<file path="src/rtl/pb_counter_bank_if.sv">
// Button/counter bundle between the push-button counter bank and its user.
// The slave side is the counter bank; the master side drives buttons and reads counts.
interface pb_counter_bank_if #(
   parameter int CHANNELS = 2,
   parameter int CNT_W    = 4
);
   logic [CHANNELS-1:0]       pb;
   logic [CHANNELS-1:0]       dir;
   logic                      clr;
   logic [CHANNELS*CNT_W-1:0] count;
   logic [CHANNELS-1:0]       press;
   logic [CHANNELS-1:0]       carry;

   modport master (
      output pb,
      output dir,
      output clr,
      input  count,
      input  press,
      input  carry
   );

   modport slave (
      input  pb,
      input  dir,
      input  clr,
      output count,
      output press,
      output carry
   );
endinterface

</file>
<file path="src/rtl/pb_counter_bank.sv">
// Multi-channel push-button counter: per channel a 2-flop synchroniser, debouncer,
// rising-edge press detector and mod-(MAX_COUNT+1) up/down counter (wrap or saturate).
module pb_counter_bank #(
   parameter int CHANNELS   = 2,
   parameter int CNT_W      = 4,
   parameter int MAX_COUNT  = 9,
   parameter int DEB_CYCLES = 16,
   parameter int WRAP       = 1
) (
   input logic              clk,
   input logic              rst_n,
   pb_counter_bank_if.slave bus
);
   localparam int               DEB_W    = $clog2(DEB_CYCLES) + 1;
   localparam logic [CNT_W-1:0] MAX_C    = CNT_W'(MAX_COUNT);
   localparam logic [DEB_W-1:0] DEB_LAST = DEB_W'(DEB_CYCLES - 1);

   logic [CHANNELS-1:0] s1_q, s1_d;
   logic [CHANNELS-1:0] s2_q, s2_d;
   logic [CHANNELS-1:0] db_q, db_d;
   logic [CHANNELS-1:0] db_dly_q, db_dly_d;
   logic [CHANNELS-1:0] press_q, press_d;
   logic [CHANNELS-1:0] carry_q, carry_d;
   logic [DEB_W-1:0]    deb_cnt_q [CHANNELS];
   logic [DEB_W-1:0]    deb_cnt_d [CHANNELS];
   logic [CNT_W-1:0]    cnt_q     [CHANNELS];
   logic [CNT_W-1:0]    cnt_d     [CHANNELS];

   logic [CHANNELS-1:0]       rise;
   logic [CNT_W:0]            step;
   logic [DEB_W:0]            deb_next;
   logic [CHANNELS*CNT_W-1:0] count_flat;

   // Returns {accepted level, next debounce count}. A new level is taken only
   // after DEB_CYCLES consecutive samples disagree with the current one.
   function automatic logic [DEB_W:0] debounce(input logic sample, input logic level,
                                               input logic [DEB_W-1:0] cnt);
      logic [DEB_W:0] res;
      if (sample == level)
         res = {level, {DEB_W{1'b0}}};
      else if (cnt == DEB_LAST)
         res = {sample, {DEB_W{1'b0}}};
      else
         res = {level, cnt + 1'b1};
      return res;
   endfunction

   // Returns {carry, next count} for one accepted press in the given direction.
   function automatic logic [CNT_W:0] step_count(input logic [CNT_W-1:0] cur,
                                                 input logic down);
      logic [CNT_W:0] res;
      if (!down) begin
         if (cur < MAX_C)
            res = {1'b0, cur + 1'b1};
         else
            res = {1'b1, (WRAP != 0) ? {CNT_W{1'b0}} : MAX_C};
      end else begin
         if (cur != {CNT_W{1'b0}})
            res = {1'b0, cur - 1'b1};
         else
            res = {1'b1, (WRAP != 0) ? MAX_C : {CNT_W{1'b0}}};
      end
      return res;
   endfunction

   always_comb begin
      s1_d     = bus.pb;
      s2_d     = s1_q;
      db_d     = db_q;
      db_dly_d = db_q;
      press_d  = '0;
      carry_d  = '0;
      rise     = '0;
      step     = '0;
      deb_next = '0;
      for (int i = 0; i < CHANNELS; i++) begin
         deb_cnt_d[i] = deb_cnt_q[i];
         cnt_d[i]     = cnt_q[i];
      end

      for (int i = 0; i < CHANNELS; i++) begin
         deb_next     = debounce(s2_q[i], db_q[i], deb_cnt_q[i]);
         db_d[i]      = deb_next[DEB_W];
         deb_cnt_d[i] = deb_next[DEB_W-1:0];

         rise[i]    = db_q[i] & ~db_dly_q[i];
         press_d[i] = rise[i];

         // Clear wins over a simultaneous press; the press pulse is still reported.
         step = step_count(cnt_q[i], bus.dir[i]);
         if (bus.clr) begin
            cnt_d[i] = '0;
         end else if (rise[i]) begin
            cnt_d[i]   = step[CNT_W-1:0];
            carry_d[i] = step[CNT_W];
         end
      end
   end

   always_ff @(posedge clk or negedge rst_n) begin
      if (!rst_n) begin
         s1_q     <= '0;
         s2_q     <= '0;
         db_q     <= '0;
         db_dly_q <= '0;
         press_q  <= '0;
         carry_q  <= '0;
         for (int i = 0; i < CHANNELS; i++) begin
            deb_cnt_q[i] <= '0;
            cnt_q[i]     <= '0;
         end
      end else begin
         s1_q     <= s1_d;
         s2_q     <= s2_d;
         db_q     <= db_d;
         db_dly_q <= db_dly_d;
         press_q  <= press_d;
         carry_q  <= carry_d;
         for (int i = 0; i < CHANNELS; i++) begin
            deb_cnt_q[i] <= deb_cnt_d[i];
            cnt_q[i]     <= cnt_d[i];
         end
      end
   end

   always_comb begin
      count_flat = '0;
      for (int i = 0; i < CHANNELS; i++)
         count_flat[i*CNT_W +: CNT_W] = cnt_q[i];
   end

   assign bus.count = count_flat;
   assign bus.press = press_q;
   assign bus.carry = carry_q;
endmodule
</file>
<file path="src/flat_wrapper.sv">
// flat-port wrapper written by rule: the top's interface ports become plain ports
module pb_counter_bank_flat 
#(
   parameter int CHANNELS   = 2,
   parameter int CNT_W      = 4,
   parameter int MAX_COUNT  = 9,
   parameter int DEB_CYCLES = 16,
   parameter int WRAP       = 1
)
  (clk, rst_n, bus_pb, bus_dir, bus_clr, bus_count, bus_press, bus_carry);
  pb_counter_bank_if #(.CHANNELS(CHANNELS), .CNT_W(CNT_W)) bus_i ();
  input logic clk;
  input logic rst_n;
  input wire logic [$bits(bus_i.pb)-1:0] bus_pb;
  input wire logic [$bits(bus_i.dir)-1:0] bus_dir;
  input wire logic [$bits(bus_i.clr)-1:0] bus_clr;
  output wire logic [$bits(bus_i.count)-1:0] bus_count;
  output wire logic [$bits(bus_i.press)-1:0] bus_press;
  output wire logic [$bits(bus_i.carry)-1:0] bus_carry;
  assign bus_i.pb = bus_pb;
  assign bus_i.dir = bus_dir;
  assign bus_i.clr = bus_clr;
  assign bus_count = bus_i.count;
  assign bus_press = bus_i.press;
  assign bus_carry = bus_i.carry;
  pb_counter_bank #(.CHANNELS(CHANNELS), .CNT_W(CNT_W), .MAX_COUNT(MAX_COUNT), .DEB_CYCLES(DEB_CYCLES), .WRAP(WRAP)) u_core (.clk(clk), .rst_n(rst_n), .bus(bus_i));
endmodule
</file>
<file path="config.mk">
export PLATFORM = sky130hd
export DESIGN_NAME = pb_counter_bank_flat
export DESIGN_NICKNAME = d
export VERILOG_FILES = /design/src/rtl/pb_counter_bank_if.sv /design/src/rtl/pb_counter_bank.sv /design/src/flat_wrapper.sv
export SDC_FILE = /design/constraint.sdc
export NUM_CORES = 1
export LEC_CHECK = 0
export ABC_AREA = 1
export BUFFER_PORTS_ARGS = -buffer_cell sky130_fd_sc_hd__buf_2
export CORE_MARGIN = 2
export CORE_UTILIZATION = 45
export DETAILED_ROUTE_END_ITERATION = 6
export PLACE_DENSITY = 0.72
export SYNTH_ARGS = -nofsm -noshare
export SYNTH_HDL_FRONTEND = slang
export SYNTH_SLANG_ARGS = --single-unit
</file>
<file path="constraint.sdc">
create_clock -name clk -period 2.4 [get_ports clk]
set_input_delay 0 -clock clk [delete_from_list [all_inputs] [get_ports clk]]
set_output_delay 0 -clock clk [all_outputs]
set_load 0.1 [all_outputs]
</file>
# After elaboration in Yosys (flattened, before gate mapping)
# Index checks and enable logic that the tools add are counted.
dict set report totals {
  regBits 30
  wordCells 53
}
dict set report classes {
  n_addsub 6
  reduce_logical 6
  order_cmp 2
  bitwise 6
  muxes 18
  n_eq_ne 4
}
# operator n
set op_table {}
lappend op_table {{$mux W5} 10}
lappend op_table {{$mux W4} 4}
lappend op_table {{$add A5 B1 Y5 const B} 2}
lappend op_table {{$eq A5 B4 Y1 const B} 2}
lappend op_table {{$add A4 B1 Y4 const B} 2}
lappend op_table {{$lt A4 B4 Y1 const B} 2}
lappend op_table {{$reduce_bool A4 Y1} 2}
lappend op_table {{$sub A4 B1 Y4 const B} 2}
lappend op_table {{$mux W1} 4}
lappend op_table {{$not A1 Y1} 4}
lappend op_table {{$reduce_and A2 Y1} 2}
lappend op_table {{$reduce_bool A2 Y1} 2}
lappend op_table {{$and A1 B1 Y1} 2}
lappend op_table {{$eq A1 B1 Y1} 2}

# Longest topological paths before layout
# Gate-level depths: netlist (run 1).
dict set report depth {
  ltp_word 5
  depth_mapped 8
}

# Least setup slack after synthesis (run 1)
# OpenSTA, ideal clock, no wires.
dict set report synth_timing {
  kind {flip-flop to flip-flop}
  startpoint {register u_core.cnt_q (netlist bit u_core.bus.count[4])}
  endpoint {register u_core.cnt_q (netlist bit u_core.bus.count[5])}
  t_arrival_ns 1.934
  path_buffers 0
  setup_ns 0.128
  path_slack_ns 0.337
  stages_incl_launch_ff 6
  cell_sequence {dfrtp_1 inv_1 ha_1 or2_2 nand3_1 o22ai_1}
}
dict set report synth_between {
  elab_chain_cells 5
}
# item line
set synth_lines {}
lappend synth_lines {{start, declared} pb_counter_bank.sv:26} ;# logic [CNT_W-1:0] cnt_q [CHANNELS];
lappend synth_lines {{start signal, assigned by index} pb_counter_bank.sv:121} ;# cnt_q[i] <= cnt_d[i];
lappend synth_lines {{$add A4 B1 Y4, or another cell as far along} pb_counter_bank.sv:54} ;# res = {1'b0, cur + 1'b1};
lappend synth_lines {{$mux W5, on equally long branches} {pb_counter_bank.sv:53, pb_counter_bank.sv:58}}
lappend synth_lines {{$mux W5 (*)} pb_counter_bank.sv:52} ;# if (!down) begin
lappend synth_lines {{$mux W4 (*)} pb_counter_bank.sv:93} ;# end else if (rise[i]) begin
lappend synth_lines {{$mux W4 (*)} pb_counter_bank.sv:91} ;# if (bus.clr) begin
# Mark *: on every way between the ends. The rest lies on a longest branch, timed or not. The select of a mux whose other input is x is not followed.
# A chain may end at the register's enable or synchronous reset.

# Final worst setup path (run 1)
# Same ends and word-level chain as after synthesis.

==> reports/qor.txt, run 1 <==
Slew HR: 58.7%
Yosys warns: 0
Cells on Worst Hold Path: 3
Hold_ws: 0.0122 ns
Grt total ovfl: 0
Pin count of the biggest net entering global routing: 31
Final wirelength: 2580 microns
Syn nets: 200
Longest Clk Path Bufs: 2
Max cap viols: 0
Pwr dens: 553 nW/um^2
DRC Markers: 0
Tcrit/Tclk final: 58.8%
Clk slew on worst S/H paths: 0.09 ns
Synth Register Bits: 30
Starting DRT DRC Count: 76
Core area: 3280 sq um
Final ANT Viol Nets: 0
Sequential share of the synthesized area: 49.2%
I/O Buffers: 18
DPL Wire Length: 1930 microns
CTS sink cnt: 30
CP Cell Sequence: inv_1 -> ha_1 -> or2_2 -> nand3_1 -> o22ai_1
Gate Count Post-Synth: 185
Max-slew violations: 0
Std-Cell Rows: 21
Post_cts resized: 0
Worst setup path class: reg2reg
Worst hold path type: in2reg
Final Skew: 0.0114 ns
Arrival @ worst endpoint: 1.62 ns
Footprint of the multi-input gates: 651 sq um
I/O pin total: 19
CTS tree: built
Die area: 3870 sq um
Lkg Pwr: 0.000946 uW
CP bufs+invs: 1
Die Y: 62.2 microns
Most frequent cells in the layout: nand2_1, dfrtp_1, inv_1
Reg area: 751 sq um
Vias: 1183
NumNets Final: 227
Worst slew pin tran: 0.619 ns
Vias in the first global route: 1099
EDFF count, synth: 0
Setup violators final: 0
WP data required: 2.61 ns
# fillers: 328
Worst skew pair latency: 0.32 ns
Syn avg cell area: 8.24 sq um
Crit path launch type: flip-flop
F_max: 0.709 GHz
Die width: 62.2 microns
Setup TNS: 0 ns
Initial Util: 46.4%
DR WL/cell: 9.99 microns
Max incr delay on CP: 0.45 ns
Crit path depth: 5
H-tree levels: 2
Post-synthesis instance area: 1530 sq um
Highest-delay cell along the critical path: dfrtp_1
Pre-antenna DRT Iters: 4
Reg2reg path depth: 5
CP Max Fanout: 6
Share of layout cells above drive strength 1: 17.0%
TritonCTS Buffers: 5
CTS root buf: clkbuf_4
Peak supply drop: 0.399 mV
Synth Flop Type: dfrtp_1
Final Hold Fails: 0
Post-synth ARST share: 100%
RSZ-0062 raised after global routing: false
Initial antenna violation count: 0
Status: finished, final reports clean
Diodes inserted: 0
Cell class contributing the biggest share of worst-path delay: flip-flops
Placer Congestion: 0.886
Most common cell after layout, fill and taps aside: nand2_1
Area Growth Syn to Fin: 16.2%
Post-DR vias/cell: 4.59
Post-route minimum period: 1.41 ns
Setup crit end kind: flip-flop
Post-synthesis cell type count: 26
Total track usage: 15.4%
First-pass GRT wire length: 4720 microns
-- worst paths after layout --
| kind | endpoint | slack, ns | from |
|---|---|---|---|
| setup / recovery | u_core.bus.count[5]$_DFFE_PN0P_ | 0.99 | u_core.bus.count[4]$_DFFE_PN0P_ |
| hold / removal | u_core.bus.carry[1]$_DFF_PN0_ | 0.01 | bus_dir[1] |
| setup reg to reg | u_core.bus.count[5]$_DFFE_PN0P_ | 0.99 | u_core.bus.count[4]$_DFFE_PN0P_ |
| hold reg to reg | u_core.s2_q[1]$_DFF_PN0_ | 0.34 | u_core.s1_q[1]$_DFF_PN0_ |
| max in group asynchronous | u_core.bus.carry[0]$_DFF_PN0_ | 1.77 | rst_n |
| min in group asynchronous | u_core.deb_cnt_q[0]$_DFF_PN0_ | 0.22 | rst_n |
-- worst min-delay path, cell delays in order --
cell,delay [ns]
buf_2,0.12
nand2_1,0.11
a21oi_1,0.07
-- where the power goes --
| group | switching, uW | internal (uW) | total (uW) |
|---|---|---|---|
| combinational | 33.7 | 20.4 | 54.1 |
| clock | 160 | 242 | 403 |
| sequential | 7.04 | 517 | 524 |
-- final cells by class --
class / instances / area share, %
clock inverter: 1 / 1.69
multi-input combinational: 124 / 36.7
inverter: 30 / 6.35
clock buffer: 6 / 2.89
sequential: 30 / 42.3
timing repair buffer: 21 / 6.77
tap: 46 / 3.25
-- cell families after synthesis --
logic type      after synthesis  synth area share (%)
compound gates               10                  3.53
xor+xnor                      4                  2.30
simple gates                102                  30.3
flops                        30                  49.2
buf+inv                      31                  8.12
fa+ha+maj                     8                  6.56
-- metrics by stage --
| step | instance area (sq um) | setup WS [ns] | util (%) | power, uW | cells |
|---|---|---|---|---|---|
| after floorplan | 1530 | 0.337 | - | 561 | 185 |
| after global placement | 1660 | 1.04 | 50.6 | 585 | 248 |
| after detailed placement | 1660 | 1.00 | 50.6 | 586 | 248 |
| after CTS | 1770 | 0.987 | 54.0 | 995 | 258 |
| after global routing | 1770 | 0.915 | 54.0 | 1040 | 258 |
| final | 1770 | 0.990 | 54.0 | 981 | 258 |
-- sequential cells by signal, indices dropped and copies added, names as in the netlist --
signal,cells
u_core.bus.count,8
u_core.deb_cnt_q,10
u_core.bus.carry,2
u_core.bus.press,2
u_core.s2_q,2
u_core.s1_q,2
u_core.db_dly_q,2
u_core.db_dly_d,2
-- Yosys cell counts (all sizes together) (2+ instances only) --
master / count / area, sq um
inv: 29 / 109
o21ai: 6 / 30.0
ha: 8 / 100
nand2: 45 / 174
xor2: 2 / 17.5
xnor2: 2 / 17.5
dfrtp: 30 / 751
nand3: 20 / 110
nor3: 3 / 20.0
a21oi: 2 / 10.0
nor3b: 2 / 15.0
nand2b: 2 / 12.5
nor2: 28 / 118
-- what timing repair did --
item	CTS	global route
hold endpoints to repair	32	0
buffers inserted	0	0
hold buffers	3	0
-- metal layers --
| metal | wire length (microns) | track usage, % |
|---|---|---|
| met2 | 1160 | 24.3 |
| met5 | 0 | 0 |
| met4 | 46 | 6.67 |
| met3 | 114 | 4.89 |
| met1 | 1260 | 19.7 |
(Power assumes the default switching activity.)
==> run 2, diff against run 1 <==
- PLACE_DENSITY: 0.72 -> 0.75
- clock period: 2.4 -> 1.13 ns (I/O delays scaled with it)
==> run 2 against run 1 <==
The run now ends with negative setup slack left. Routed wire length is 33% higher. Sequential share of layout area is 7.8 points lower. Maximum frequency is 9.2% higher. Non-clock buffer count is 19 higher. Global-route usage is 3.2 points higher. Critical endpoint unchanged.
==> reports/qor.txt, run 2 (synthesized netlist as in run 1, its figures left out) <==
Share of layout cells above drive strength 1: 42.2% (was 17.0%)
Final ANT Viol Nets: 0 (unchanged)
Vias: 1338 (was 1183)
Failing checks: negative setup slack
GRT met2 Usage: 31.9% (was 24.3%)
Initial antenna violation count: 0 (unchanged)
Grt total ovfl: 0 (unchanged)
DPL Wire Length: 2190 microns (was 1930 microns)
CTS sink cnt: 30 (unchanged)
Vias in the first global route: 1347 (was 1099)
Worst slew pin tran: 0.652 ns (was 0.619 ns)
Worst setup path class: reg2reg (unchanged)
Reg with most FFs: u_core.deb_cnt_q (unchanged)
Setup crit end kind: flip-flop (unchanged)
Most frequent cells in the layout: nand2_1, dfrtp_1, inv_1 (unchanged)
CTS tree: built (unchanged)
# fillers: 253 (was 328)
Die Y: 62.2 microns (unchanged)
Slew HR: 56.5% (was 58.7%)
I/O Buffers: 18 (unchanged)
F_max: 0.775 GHz (was 0.709 GHz)
I/O pin total: 19 (unchanged)
Grt met1 use: 21.5% (was 19.7%)
Die width: 62.2 microns (unchanged)
CP Cell Sequence: inv_4 -> ha_4 -> inv_2 -> nor3_4 -> nand2_2 -> nand2_2 -> o22ai_1 (was inv_1 -> ha_1 -> or2_2 -> nand3_1 -> o22ai_1)
Longest Clk Path Bufs: 2 (unchanged)
Setup TNS: -1.05 ns (was 0 ns)
Pin count of the biggest net entering global routing: 31 (unchanged)
Diodes inserted: 0 (unchanged)
Footprint of the multi-input gates: 817 sq um (was 651 sq um)
Max incr delay on CP: 0.51 ns (was 0.45 ns)
Pwr dens: 865 nW/um^2 (was 553 nW/um^2)
Most frequent CP cell: nand2_2
Final Hold Fails: 0 (unchanged)
Core area: 3280 sq um (unchanged)
Max reg flops: 10 (unchanged)
Final Non-Filler Cells: 278 (was 258)
Tot Pwr: 1930 uW (was 981 uW)
Most common cell after layout, fill and taps aside: nand2_1 (unchanged)
Std-Cell Rows: 21 (unchanged)
Peak supply drop: 0.796 mV (was 0.399 mV)
Starting DRT DRC Count: 60 (was 76)
RSZ-0062 raised after global routing: true (was false)
First-pass GRT wire length: 5710 microns (was 4720 microns)
Initial Util: 46.4% (unchanged)
Crit path launch type: flip-flop (unchanged)
Status: finished, violations left (was finished, final reports clean)
NumNets Final: 246 (was 227)
Tcrit/Tclk final: 114% (was 58.8%)
TritonCTS Buffers: 5 (unchanged)
Placer Congestion: 0.852 (was 0.886)
Highest-delay cell along the critical path: dfrtp_4 (was dfrtp_1)
DR WL/cell: 12.3 microns (was 9.99 microns)
Worst hold path type: in2reg (unchanged)
Arrival @ worst endpoint: 1.51 ns (was 1.62 ns)
Final Core Density: 68.0% (was 54.0%)
Final Skew: 0.0119 ns (was 0.0114 ns)
Pre-antenna DRT Iters: 4 (unchanged)
Clk slew on worst S/H paths: 0.10 ns (was 0.09 ns)
WP data required: 1.35 ns (was 2.61 ns)
Max cap viols: 0 (unchanged)
Post-DR vias/cell: 4.81 (was 4.59)
Final wirelength: 3430 microns (was 2580 microns)
Setup violators final: 14 (was 0)
H-tree levels: 2 (unchanged)
Die area: 3870 sq um (unchanged)
DRC Markers: 0 (unchanged)
Worst Setup Slack, final: -0.161 ns (was 0.990 ns)
Max-slew violations: 0 (unchanged)
CTS root buf: clkbuf_4 (unchanged)
Lkg Pwr: 0.00107 uW (was 0.000946 uW)
GR Util met3: 6.34% (was 4.89%)
Most Crowded Layer GR: met2 (unchanged)
CP Max Fanout: 3 (was 6)
Post-route minimum period: 1.29 ns (was 1.41 ns)
Area Growth Syn to Fin: 46.3% (was 16.2%)
Total track usage: 18.6% (was 15.4%)
Worst skew pair latency: 0.33 ns (was 0.32 ns)
CP bufs+invs: 2 (was 1)
Cells after DPL: 260 (was 248)
Reg area: 771 sq um (was 751 sq um)
Cell class contributing the biggest share of worst-path delay: flip-flops (unchanged)
==> run 2: path summary, 6_finish.rpt <==
check / start / endpoint / slack, ns / depth (start not counted)
worst max-delay path: u_core.bus.count[4]$_DFFE_PN0P_ / u_core.bus.count[5]$_DFFE_PN0P_ / -0.16 / 7
worst max register to register: u_core.bus.count[4]$_DFFE_PN0P_ / u_core.bus.count[5]$_DFFE_PN0P_ / -0.16 / 7
max in group asynchronous: rst_n / u_core.bus.count[1]$_DFFE_PN0P_ / 0.41 / 2
worst min-delay path: bus_clr / u_core.bus.count[3]$_DFFE_PN0P_ / 0.03 / 4
worst min register to register: u_core.s1_q[0]$_DFF_PN0_ / u_core.s2_q[0]$_DFF_PN0_ / 0.37 / 0
min in group asynchronous: rst_n / u_core.s1_q[0]$_DFF_PN0_ / 0.22 / 2
==> run 2: worst reg2reg max path: cells and delay by family, from the launching register on <==
family	cells	cell delay, ns
AO/OA/AOI/OAI	1	0.08
adder cells (fa/ha/maj)	1	0.12
buffers and inverters	2	0.13
flip-flops	1	0.51
AND/OR/NAND/NOR	3	0.33
==> run 2: layout make-up <==
cell class / count / area share, %
multi-input cells: 124 / 36.6
flip-flops and latches: 30 / 34.5
repair buffers: 40 / 18.1
inverters: 30 / 5.49
well taps: 46 / 2.58
clock buffers: 7 / 2.47
clock inverters: 1 / 0.224
==> run 2: per-stage QoR <==
stage | hold WS [ns] | cell area (sq um) | setup WS, ns
3_5_place_dp | 0.0675 | 1950 | -0.131
5_1_grt | 0.0265 | 2230 | -0.213
4_1_cts | 0.0270 | 2120 | -0.129
3_3_place_gp | 0.0566 | 1950 | -0.0964
6_report | 0.0323 | 2230 | -0.161
2_1_floorplan | -0.296 | 1600 | -0.257
==> run 2: power by group <==
part / total [uW] / switching (uW) / internal (uW)
Combinational: 146 / 86.3 / 59.5
Clock: 670 / 369 / 301
Sequential: 1110 / 17.3 / 1100
==> run 2: repair_timing <==
item | CTS | global route
setup buffers | 4 | 3
gates resized for setup | 12 | 29
hold buffers | 4 | 0
hold endpoints to repair | 33 | 0
endpoints found under the setup margin | 16 | 28
pin swaps | 14 | 13
==> run 2: metal layers <==
layer / part of all wire, % / up-vias
met4: 1.7 / 0
met5: 0 / -
met3: 4.3 / 11
met1: 42 / 631
met2: 52 / 31
li1: - / 665
